<file path="config.mk">
export PLATFORM = sky130hd
export DESIGN_NAME = perf_counter_dump
export DESIGN_NICKNAME = d
export VERILOG_FILES = /design/src/rtl/perf_counter_dump.sv
export SDC_FILE = /design/constraint.sdc
export NUM_CORES = 1
export LEC_CHECK = 0
export CORE_MARGIN = 2
export CORE_UTILIZATION = 30
export DETAILED_ROUTE_END_ITERATION = 10
export PLACE_DENSITY = 0.78
export SLEW_MARGIN = 10
export SYNTH_ARGS = -nofsm -noshare
export SYNTH_HDL_FRONTEND = slang
export SYNTH_SLANG_ARGS = --single-unit
</file>
<file path="constraint.sdc">
create_clock -name clk_i -period 1.6 [get_ports clk_i]
set_input_delay 0.32 -clock clk_i [delete_from_list [all_inputs] [get_ports clk_i]]
set_output_delay 0.32 -clock clk_i [all_outputs]
set_load 0.005 [all_outputs]
</file>
<file path="src/rtl/perf_counter_dump.sv">
// perf_counter_dump: sweeps a counter bank and streams each value, optionally clearing it after reading
module perf_counter_dump #(
  parameter int XLEN = 64,
  parameter int NUM_CNT = 16
) (
  input  logic            clk_i,
  input  logic            rst_i,
  input  logic            start_i,
  input  logic            clear_on_read_i,
  input  logic            abort_i,
  output logic            busy_o,
  output logic            done_o,
  output logic [4:0]      addr_o,
  output logic            we_o,
  output logic [XLEN-1:0] wdata_o,
  input  logic [XLEN-1:0] rdata_i,
  output logic            out_valid_o,
  input  logic            out_ready_i,
  output logic [XLEN-1:0] out_data_o,
  output logic [4:0]      out_idx_o,
  output logic            out_last_o
);
  typedef enum logic [1:0] {IDLE, CAPTURE, SEND, DONE} state_t;
  localparam logic [4:0] LAST = 5'(NUM_CNT - 1);
  state_t state, state_nxt;
  logic [4:0] idx;
  logic clr;
  logic hs;
  assign hs = state == SEND && out_ready_i;
  always_ff @(posedge clk_i)
    state <= rst_i ? IDLE : state_nxt;
  always_comb
    state_nxt = state == IDLE    ? (start_i ? CAPTURE : IDLE) :
                abort_i          ? IDLE :
                state == CAPTURE ? SEND :
                state == SEND    ? (out_ready_i ? (idx == LAST ? DONE : CAPTURE) : SEND) :
                                   IDLE;
  always_ff @(posedge clk_i) begin
    if (rst_i) begin
      idx        <= '0;
      clr        <= 1'b0;
      out_data_o <= '0;
      out_idx_o  <= '0;
      out_last_o <= 1'b0;
    end else begin
      if (state == IDLE && start_i) begin
        idx <= '0;
        clr <= clear_on_read_i;
      end
      if (state == CAPTURE) begin
        out_data_o <= rdata_i;
        out_idx_o  <= idx;
        out_last_o <= idx == LAST;
      end
      if (hs && idx != LAST) idx <= idx + 5'd1;
    end
  end
  // the bank sees the read and the clear write in the same cycle, so the captured value is pre-clear
  always_comb begin
    busy_o      = state != IDLE;
    done_o      = state == DONE && !abort_i;
    out_valid_o = state == SEND;
    we_o        = state == CAPTURE && clr;
    addr_o      = state == CAPTURE ? idx : 5'd0;
    wdata_o     = '0;
  end
endmodule
</file>
==> reports/metrics.csv <==
metric,value,unit
"Warnings, synthesis",0,
I/O Buffers,148,
Syn Area/Cell,7.89,um^2
Iter 0 DRT Violations,138,
Netlist cell types,27,
"CP delay by family, top",buffers and inverters,
crit share post-route,1.03,
Die Footprint,0.0120,mm^2
end of the worst hold path,out_data_o[63]$_SDFFE_PP0N_,
Post-synth EDFFs,0,
final hold viol count,0,
worst path bufs/invs,5,
cell count of the worst reg-to-reg path,8,
Vias,3130,
R2R setup slack,-0.02,ns
Peak VDD IR,0.525,mV
CTS max path bufs,2,
DP Area,0.00477,mm^2
CP max stage cell,dfxtp_2,
Post-Synthesis Cells,423,
multi-input logic area,0.00146,mm^2
Tightest Hold Check Type,input port to register,
"Primary FF master, synth",dfxtp_1,
die width,110,um
static leakage,2.11,nW
Finished Layout Cells,730,
total global routing overflow,0,
clock root buffer,clkbuf_8,
Peak Freq,0.605,GHz
CP peak stage delay,0.32,ns
Synth area leader,dfxtp_1,
pin count of the biggest net entering global routing,71,
placed cell count,701,
Mapped Area,0.00334,mm^2
power per standard cell area,864,mW/mm^2
asr flop ratio synth,0,
vias in the first global route,2929,
max_cap viols,0,
clock sink total,78,
storage element area,0.00157,mm^2
worst setup margin,-0.0518,ns
total track usage,0.141,
"FF+latch count, synth",78,
post-route cell area,0.00520,mm^2
first-pass GRT wire length,13200,um
main area contributors after synthesis,"dfxtp_1 (47%), buf_4 (16%), nand2_1 (16%), a21oi_1 (11%), buf_2 (1.6%)",
Final ANT Viol Nets,0,
vias per inst,4.29,
Core Footprint,0.0108,mm^2
RSZ-0062 raised after global routing,yes,
die height,110,um
failing checks,negative setup slack,
Crit path arrival time,1.33,ns
"most used cell, CP",buf_6,
IO Pins,213,
CTS tree,built,
register area share after synthesis,0.468,
worst-path cell chain,nor2b_4 > buf_4 > buf_6 > buf_6 > nand2_4 > inv_1 > buf_2,
Residual DRC,0,
Final Max Slew Viols,0,
Critical Path Start,state[0]$_SDFF_PP0_,
Setup crit end kind,output pin,
r2r startpoint,idx[1]$_SDFFE_PP0P_,
CP max FO,2,
Setup Viol. Count Final,4,
area growth from synthesis to final layout,55.8,%
Setup Skew,0.00800,ns
drt pass-1 iters,6,
Worst-Skew Late Latency,0.34,ns
initial antenna violation count,0,
clk slew on worst S/H paths,0.08,ns
H-tree Lvls,3,
n_diodes,0,
FF-to-FF End,idx[2]$_SDFFE_PP0P_,
WS Path Type,register to output pin,
hold_sp,rst_i,
worst hold stages,2,
Routed WL,8770,um
status,"complete, but fails checks",
Starting Density,0.308,
top cell type's share of synthesized area,0.468,
WP data required,1.28,ns
nets,658,
TNS Setup,-0.128,ns
CP startpoint kind,register,
Num CTS Buffers,9,
per-cell routed wire length,12.0,um
hpwl dp,6320,um
GP Congestion,0.694,
ratio of cells with drive above 1 in the final layout,0.129,
row count,38,
FILL cells,1028,
minimum clock period,1.65,ns
CTS Hold Bufs,0,
==> layout make-up <==
type	instances	share of cell area
Multi-Input combinational cell	312	0.280
Inverter	6	0.00433
Clock inverter	4	0.0183
Clock buffer	11	0.0272
Tap cell	140	0.0337
Timing Repair Buffer	179	0.335
Sequential cell	78	0.301
==> layout by cell type (no fill, tap or decap), types with 2 or more instances in the layout <==
| cell type | n |
|---|---|
| conb_1 | 64 |
| buf_12 | 3 |
| inv_2 | 2 |
| clkdlybuf4s50_1 | 137 |
| bufinv_16 | 3 |
| buf_2 | 3 |
| buf_6 | 7 |
| clkbuf_2 | 4 |
| dfxtp_2 | 5 |
| nand3b_1 | 3 |
| inv_1 | 4 |
| nor2_1 | 3 |
| nand2b_1 | 5 |
| nand2_1 | 139 |
| dfxtp_1 | 73 |
| ha_4 | 2 |
| a21oi_1 | 72 |
| a311oi_1 | 2 |
| nand2_4 | 3 |
| buf_4 | 23 |
| clkbuf_8 | 10 |
==> cells by family (layout without fill, tap and decap cells) <==
group                    count (synthesis)  in the layout  share of synthesized area
AND/OR/NAND/NOR                        165            165                      0.203
buffers and inverters                   96            200                      0.193
AO/OA/AOI/OAI                           80             80                      0.125
flip-flops                              78             78                      0.468
adder cells (fa/ha/maj)                  2              2                    0.00749
other                                    1             64                    0.00112
multiplexers                             1              1                    0.00300
==> worst max-delay path by stage <==
stage | slack [ns] | to | cells past startpoint
after detailed placement | -0.16 | done_o | 3
after floorplan | 0.02 | idx[3]$_SDFFE_PP0P_ | 6
after global routing | -0.12 | addr_o[1] | 7
final | -0.05 | addr_o[1] | 7
after global placement | -0.15 | done_o | 3
after CTS | -0.20 | addr_o[2] | 7
==> state kept, by name (all words and copies together), names as in the netlist <==
register,count
state,2
clr,1
idx,5
out_data_o,64
out_last_o,1
out_idx_o,5
==> synthesized netlist by cell type, types with 2 or more instances <==
library cell and instances:
a21oi_1 73, a311oi_1 2, buf_2 11, buf_4 72
clkbuf_1 7, dfxtp_1 78, ha_1 2, inv_1 6
nand2_1 143, nand2b_1 6, nand3b_1 3, nor2_1 3
nor2b_1 2, o21ai_0 2
==> power by group <==
part,total [mW],switching (mW),internal [mW]
Sequential,2.07,0.0415,2.02
Clock,1.74,0.674,1.07
Combinational,0.682,0.285,0.397
==> worst reg2reg max path: stages (launching register included) <==
cell      delay, ns
dfxtp_2        0.34
ha_4           0.16
and3_4         0.18
ha_4           0.16
buf_4          0.13
nand3b_1       0.14
a21oi_1        0.14
buf_4          0.16
a311oi_1       0.09
==> stage by stage <==
step                      hold slack, ns  total power [mW]  setup slack [ns]  utilization
after global routing               0.438              4.70            -0.124        0.480
after floorplan                    0.399              2.47            0.0155            -
final                              0.429              4.49           -0.0518        0.480
after detailed placement           0.445              2.76            -0.156        0.440
after CTS                          0.418              4.54            -0.195        0.476
after global placement             0.441              2.74            -0.147        0.440
==> what timing repair did <==
item | 4_1_cts | 5_1_grt
setup buffers | 11 | 4
resized for setup | 39 | 24
pin swaps | 5 | 7
setup endpoints to repair | 12 | 14
gates cloned | 0 | 0
==> layer usage <==
layer / vias to the layer above / GRT usage / wire length (um) / part of all wire
met5: - / 0 / 0 / 0
met4: 0 / 0.0506 / 86 / 0.0098
met3: 10 / 0.0533 / 869 / 0.099
met2: 152 / 0.255 / 4490 / 0.51
met1: 1424 / 0.148 / 3320 / 0.38
li1: 1544 / - / - / -
(Power assumes the default switching activity.)
==> RTL edit 1, RTL diff (same flow settings) <==
The 4 states of `state_t` get a one-hot encoding in 4 bits.
--- a/src/rtl/perf_counter_dump.sv
+++ b/src/rtl/perf_counter_dump.sv
@@ -20,7 +20,7 @@
   output logic [4:0]      out_idx_o,
   output logic            out_last_o
 );
-  typedef enum logic [1:0] {IDLE, CAPTURE, SEND, DONE} state_t;
+  typedef enum logic [3:0] {IDLE = 4'b0001, CAPTURE = 4'b0010, SEND = 4'b0100, DONE = 4'b1000} state_t;
   localparam logic [4:0] LAST = 5'(NUM_CNT - 1);
   state_t state, state_nxt;
   logic [4:0] idx;
Check against the original RTL: no difference found for any inputs over 10 cycles, from zero or initial values and one cycle with rst_i high; not proved beyond that.
==> RTL edit 1 against the unedited design <==
The flow still finishes with violations (setup timing); sequential cell count is 2 higher; global-route usage is 0.56 points higher; count of clock-buffer cells in the layout stayed put; non-clock buffer count is 5 higher; worst hold slack worse by 0.059 ns; setup slack worse by 0.17 ns; routed wire length is 4.3% higher; power is 4.3% higher; utilization is 0.90 points higher; area after synthesis is 3.0% higher; final area is 6.4% higher; critical path type unchanged; largest cell class unchanged.
==> RTL edit 1: results (changes against the unedited design) <==
- **status** finished with violations
- **violations in the final reports** setup timing
- **DP Worst Slack** -0.6162 ns, -0.4603 ns
- **share of synthesized area occupied by flip-flops and latches** 0.4658, -0.001798
- **Worst Reg-to-Reg Cells** 5, -3
- **top cells by instance count after synthesis** 141 x sky130_fd_sc_hd__nand2_1, 80 x sky130_fd_sc_hd__dfxtp_1, 73 x sky130_fd_sc_hd__a21oi_1
- **top post-synthesis cells by area** sky130_fd_sc_hd__dfxtp_1 47%, sky130_fd_sc_hd__nand2_1 15%, sky130_fd_sc_hd__buf_4 14%, sky130_fd_sc_hd__a21oi_1 11%, sky130_fd_sc_hd__clkbuf_1 2.7%
- **summed instance area of the synthesized netlist** 3438 um^2, +3.0%
- **multi-input gates** 320, +2.6%
- **switching part of the total power** 0.2099, -0.01283
- **share of final-layout standard cells stronger than drive strength 1** 0.1576, +0.02882
- **GR Layer Usage met2** 0.2540, -0.0008624
- **number of nets at the end of the flow** 676, +2.7%
- **number of failing setup endpoints in the final timing report** 82, +78
- **setup slack of the most critical reg-to-reg path** -0.12 ns, -0.10 ns
- **area after detailed placement** 4980 um^2, +4.3%
- **via count of the first global-routing pass** 3142, +7.3%
- **global-route track usage on met3** 0.05467, +0.001326
- **critical path's largest stage delay** 0.37 ns, +0.05 ns
- **crit path capture** addr_o[0]
- **final sum of negative setup slack** -8.785 ns, -8.657 ns
- **detailed-routed wire length on met3** 748 um, -14%
- **worst supply voltage drop on vdd** 0.0005595 V, +6.6%
- **invs w/o clock** 9, +3
- **per-cell routed wire length** 12.15 um, +1.2%
- **smallest setup slack after layout** -0.2177 ns, -0.1658 ns
- **number of distinct library cells after synthesis** 32, +19%
- **Fillers** 1063, +3.4%
- **fraction of area in non-clock buffers** 0.3251, -0.009497
- **multi-input gate share of total cell area** 0.2865, +0.005966
- **Via Count** 3246, +3.7%
- **iteration-0 DRC count of the detailed router** 149, +8.0%
- **worst clock skew** 0.006167 ns, -0.001830 ns
- **worst reg2reg endpoint** out_data_o[14]$_SDFFE_PP0N_
- **count of non-CTS buffers in the layout** 184, +2.8%
- **CP max stage cell** sky130_fd_sc_hd__dfxtp_4
- **first-pass GRT wire length** 14770 um, +12%
- **sequential cell area** 1614 um^2, +3.0%
## RTL edit 1: cells by family (layout without fill, tap and decap cells)
kind of cell / after synthesis / after routing / synth area share
adder cells (fa/ha/maj): 2 / 2 / 0.007277
flip-flops: 80 / 80 / 0.4658
buffers and inverters: 100 / 209 / 0.1805
other: 1 / 64 / 0.001091
AND/OR/NAND/NOR: 169 / 169 / 0.2147
AO/OA/AOI/OAI: 85 / 85 / 0.1306
## RTL edit 1: metrics by stage
stage | cells | utilization | hold WS, ns | total power, mW
after floorplan | 500 | - | 0.4487 | 2.344
after global placement | 726 | 0.4399 | 0.4414 | 2.500
after detailed placement | 726 | 0.4399 | 0.4475 | 2.508
after CTS | 751 | 0.4811 | 0.3424 | 4.738
after global routing | 752 | 0.4888 | 0.3731 | 4.885
final | 752 | 0.4888 | 0.3696 | 4.685
==> RTL edit 2, RTL diff (config.mk and constraints unchanged) <==
Made on the original files. Change the parameter `NUM_CNT` from 16 to 12.
--- a/src/rtl/perf_counter_dump.sv
+++ b/src/rtl/perf_counter_dump.sv
@@ -1,7 +1,7 @@
 // perf_counter_dump: sweeps a counter bank and streams each value, optionally clearing it after reading
 module perf_counter_dump #(
   parameter int XLEN = 64,
-  parameter int NUM_CNT = 16
+  parameter int NUM_CNT = 12
 ) (
   input  logic            clk_i,
   input  logic            rst_i,
Function: no difference found for any inputs over 10 cycles, from zero or initial values and one cycle with rst_i high; that may be too few to reach the edited logic, so the function may still have changed.
==> RTL edit 2 against the unedited design <==
Utilization shrank 0.54 points; area after synthesis down 0.15%; sequential power about the same; sequential share of layout area grew 0.27 points; sequential cell count unchanged; setup slack improved by 0.065 ns; routed wire length decreased by 0.47%; final area down 1.1%; non-clock buffer count shrank 3; power fell by 3.1%; critical path type unchanged; largest power group unchanged.
==> RTL edit 2: results (changes against the unedited design) <==
- **number of standard cells in the layout, taps in and fillers out** 727, -0.41%
- **number of antenna violations at the first check in global routing** 0, unchanged
- **critical path's largest stage delay** 0.33 ns
- **first-pass GRT wire length** 13430 um, +1.6%
- **pin count of the biggest net entering global routing** 79, +11%
- **via count of the first global-routing pass** 2819, -3.8%
- **worst hold margin** 0.4547 ns, +0.02572 ns
- **share of Yosys cell area claimed by the top area cell type** 0.4683, +0.0007018
- **leakage power figure** 2.056 nW, -2.5%
- **per-cell routed wire length** 12.00 um, about the same
- **largest fanout on the critical path** 3, +1
- **iteration-0 DRC count of the detailed router** 132, -4.3%
- **share of synthesized area occupied by flip-flops and latches** 0.4683, +0.0007018
- **Hold/Removal Path Class** flop to flop
- **worst supply voltage drop on vdd** 0.0004919 V, -6.2%
- **Post-Synthesis Mean Instance Area** 7.883 um^2, -0.15%
- **top cells by instance count after synthesis** 141 x sky130_fd_sc_hd__nand2_1, 78 x sky130_fd_sc_hd__dfxtp_1, 73 x sky130_fd_sc_hd__a21oi_1
- **status** finished clean
- **CP Data Arrival Time** 1.27 ns, -0.06 ns
- **hold endpoint** out_data_o[32]$_SDFFE_PP0N_
- **length of the first detailed-routing pass in iterations** 4, -2
- **count of buffers inserted at the top-level ports** 148, unchanged
- **insertion delay of the later-clocked pin in the worst-skew pair** 0.35 ns
- **HPWL after detailed placement** 6327 um, about the same
- **category of cells accounting for the largest share of critical-path delay** buffers and inverters
- **Post-Place Cells** 702, +0.14%
- **number of distinct library cells after synthesis** 31, +15%
- **global placement routability congestion** 0.7592, +9.4%
- **worst reg2reg endpoint** idx[2]$_SDFFE_PP0P_
- **setup slack of the most critical reg-to-reg path** 0.08 ns, +0.10 ns
- **htree depth** 3, unchanged
- **number of synthesis warnings** 0, unchanged
- **share of final-layout standard cells stronger than drive strength 1** 0.1244, -0.004452
- **Worst Reg-to-Reg Cells** 4, -4
- **hold path depth** 2, unchanged
- **maximum number of buffers from clock root to sink** 2, unchanged
- **Clock Root Buffer** sky130_fd_sc_hd__clkbuf_8
- **global-route usage over all layers** 0.1437, +0.002916
- **switching power of the nets** 1.015 mW, +1.5%
- **number of CTS-inserted buffers** 9, unchanged
- **top post-synthesis cells by area** sky130_fd_sc_hd__dfxtp_1 47%, sky130_fd_sc_hd__nand2_1 16%, sky130_fd_sc_hd__buf_4 14%, sky130_fd_sc_hd__a21oi_1 11%, sky130_fd_sc_hd__buf_2 2.3%
- **number of nets at the end of the flow** 653, -0.76%
- **worst clock skew** 0.009752 ns, +0.001755 ns
- **biggest regs** out_data_o (64), idx (5), out_idx_o (5)
- **launch instance of the worst min-delay path** out_data_o[32]$_SDFFE_PP0N_
- **r2r startpoint** idx[0]$_SDFFE_PP0P_
- **clock-pin slew reported for the worst setup and hold paths after clock tree synthesis** 0.08 ns, about the same
- **ratio of routed vias to standard cells** 4.215, -1.7%
- **leading register cell type out of synthesis** sky130_fd_sc_hd__dfxtp_1
- **Fillers** 1049, +2.0%
## RTL edit 2: worst min-delay path, stage by stage (launching register included)
cell	delay, ns
sky130_fd_sc_hd__dfxtp_1	0.31
sky130_fd_sc_hd__nand2_1	0.05
sky130_fd_sc_hd__a21oi_1	0.05
## RTL edit 2: final cells by class
cell class	instances	area (um^2)	area share
Timing Repair Buffer	176	1727	0.3358
Tap cell	140	175.2	0.03406
Clock inverter	4	70.07	0.01363
Inverter	6	22.52	0.004380
Multi-Input combinational cell	311	1439	0.2798
Sequential cell	78	1564	0.3041
Clock buffer	12	145.1	0.02822
## RTL edit 2: power by group through the flow
stage               clock network (mW)  registers [mW]  logic [mW]
floorplan                            0            2.12       0.344
global placement                     0            2.11       0.632
detailed placement                   0            2.11       0.644
CTS                               1.67            2.07       0.674
global route                      1.76            2.08       0.748
finish                            1.61            2.07       0.676
## RTL edit 2: kinds of logic after synthesis
kind of cell             Yosys count  synth area share
AND/OR/NAND/NOR                  163            0.2064
other                              1          0.001125
flip-flops                        78            0.4683
AO/OA/AOI/OAI                     82            0.1283
buffers and inverters             97            0.1891
adder cells (fa/ha/maj)            1          0.003752
multiplexers                       1          0.003002
## RTL edit 2: worst max-delay path by stage
stage / startpoint / end / cells after the start
after CTS: state[0]$_SDFF_PP0_ / addr_o[4] / 5
after global placement: start_i / clr$_SDFFE_PP0P_ / 4
after detailed placement: out_ready_i / idx[2]$_SDFFE_PP0P_ / 4
final: state[0]$_SDFF_PP0_ / addr_o[2] / 6
after floorplan: idx[0]$_SDFFE_PP0P_ / idx[2]$_SDFFE_PP0P_ / 5
after global routing: state[0]$_SDFF_PP0_ / addr_o[2] / 6
## RTL edit 2: per-layer routing
layer | up-vias | global-route usage | part of all wire
met4 | 0 | 0.04159 | 0.010
met3 | 6 | 0.05394 | 0.076
met2 | 111 | 0.2487 | 0.52
met5 | - | 0 | 0
met1 | 1400 | 0.1650 | 0.40
li1 | 1547 | - | -
## RTL edit 2: timing repair
item | 4_1_cts | 5_1_grt
buffers inserted | 9 | 2
pin swaps | 1 | 0
gates resized for setup | 45 | 15
endpoints found under the setup margin | 11 | 10
## RTL edit 2: per-stage QoR
step / setup WS (ns) / cell area (um^2)
after floorplan: 0.1041 / 3571
after global placement: -0.06956 / 4805
final: 0.01344 / 5142
after detailed placement: -0.09773 / 4805
after global routing: -0.06599 / 5142
after CTS: -0.1019 / 5096
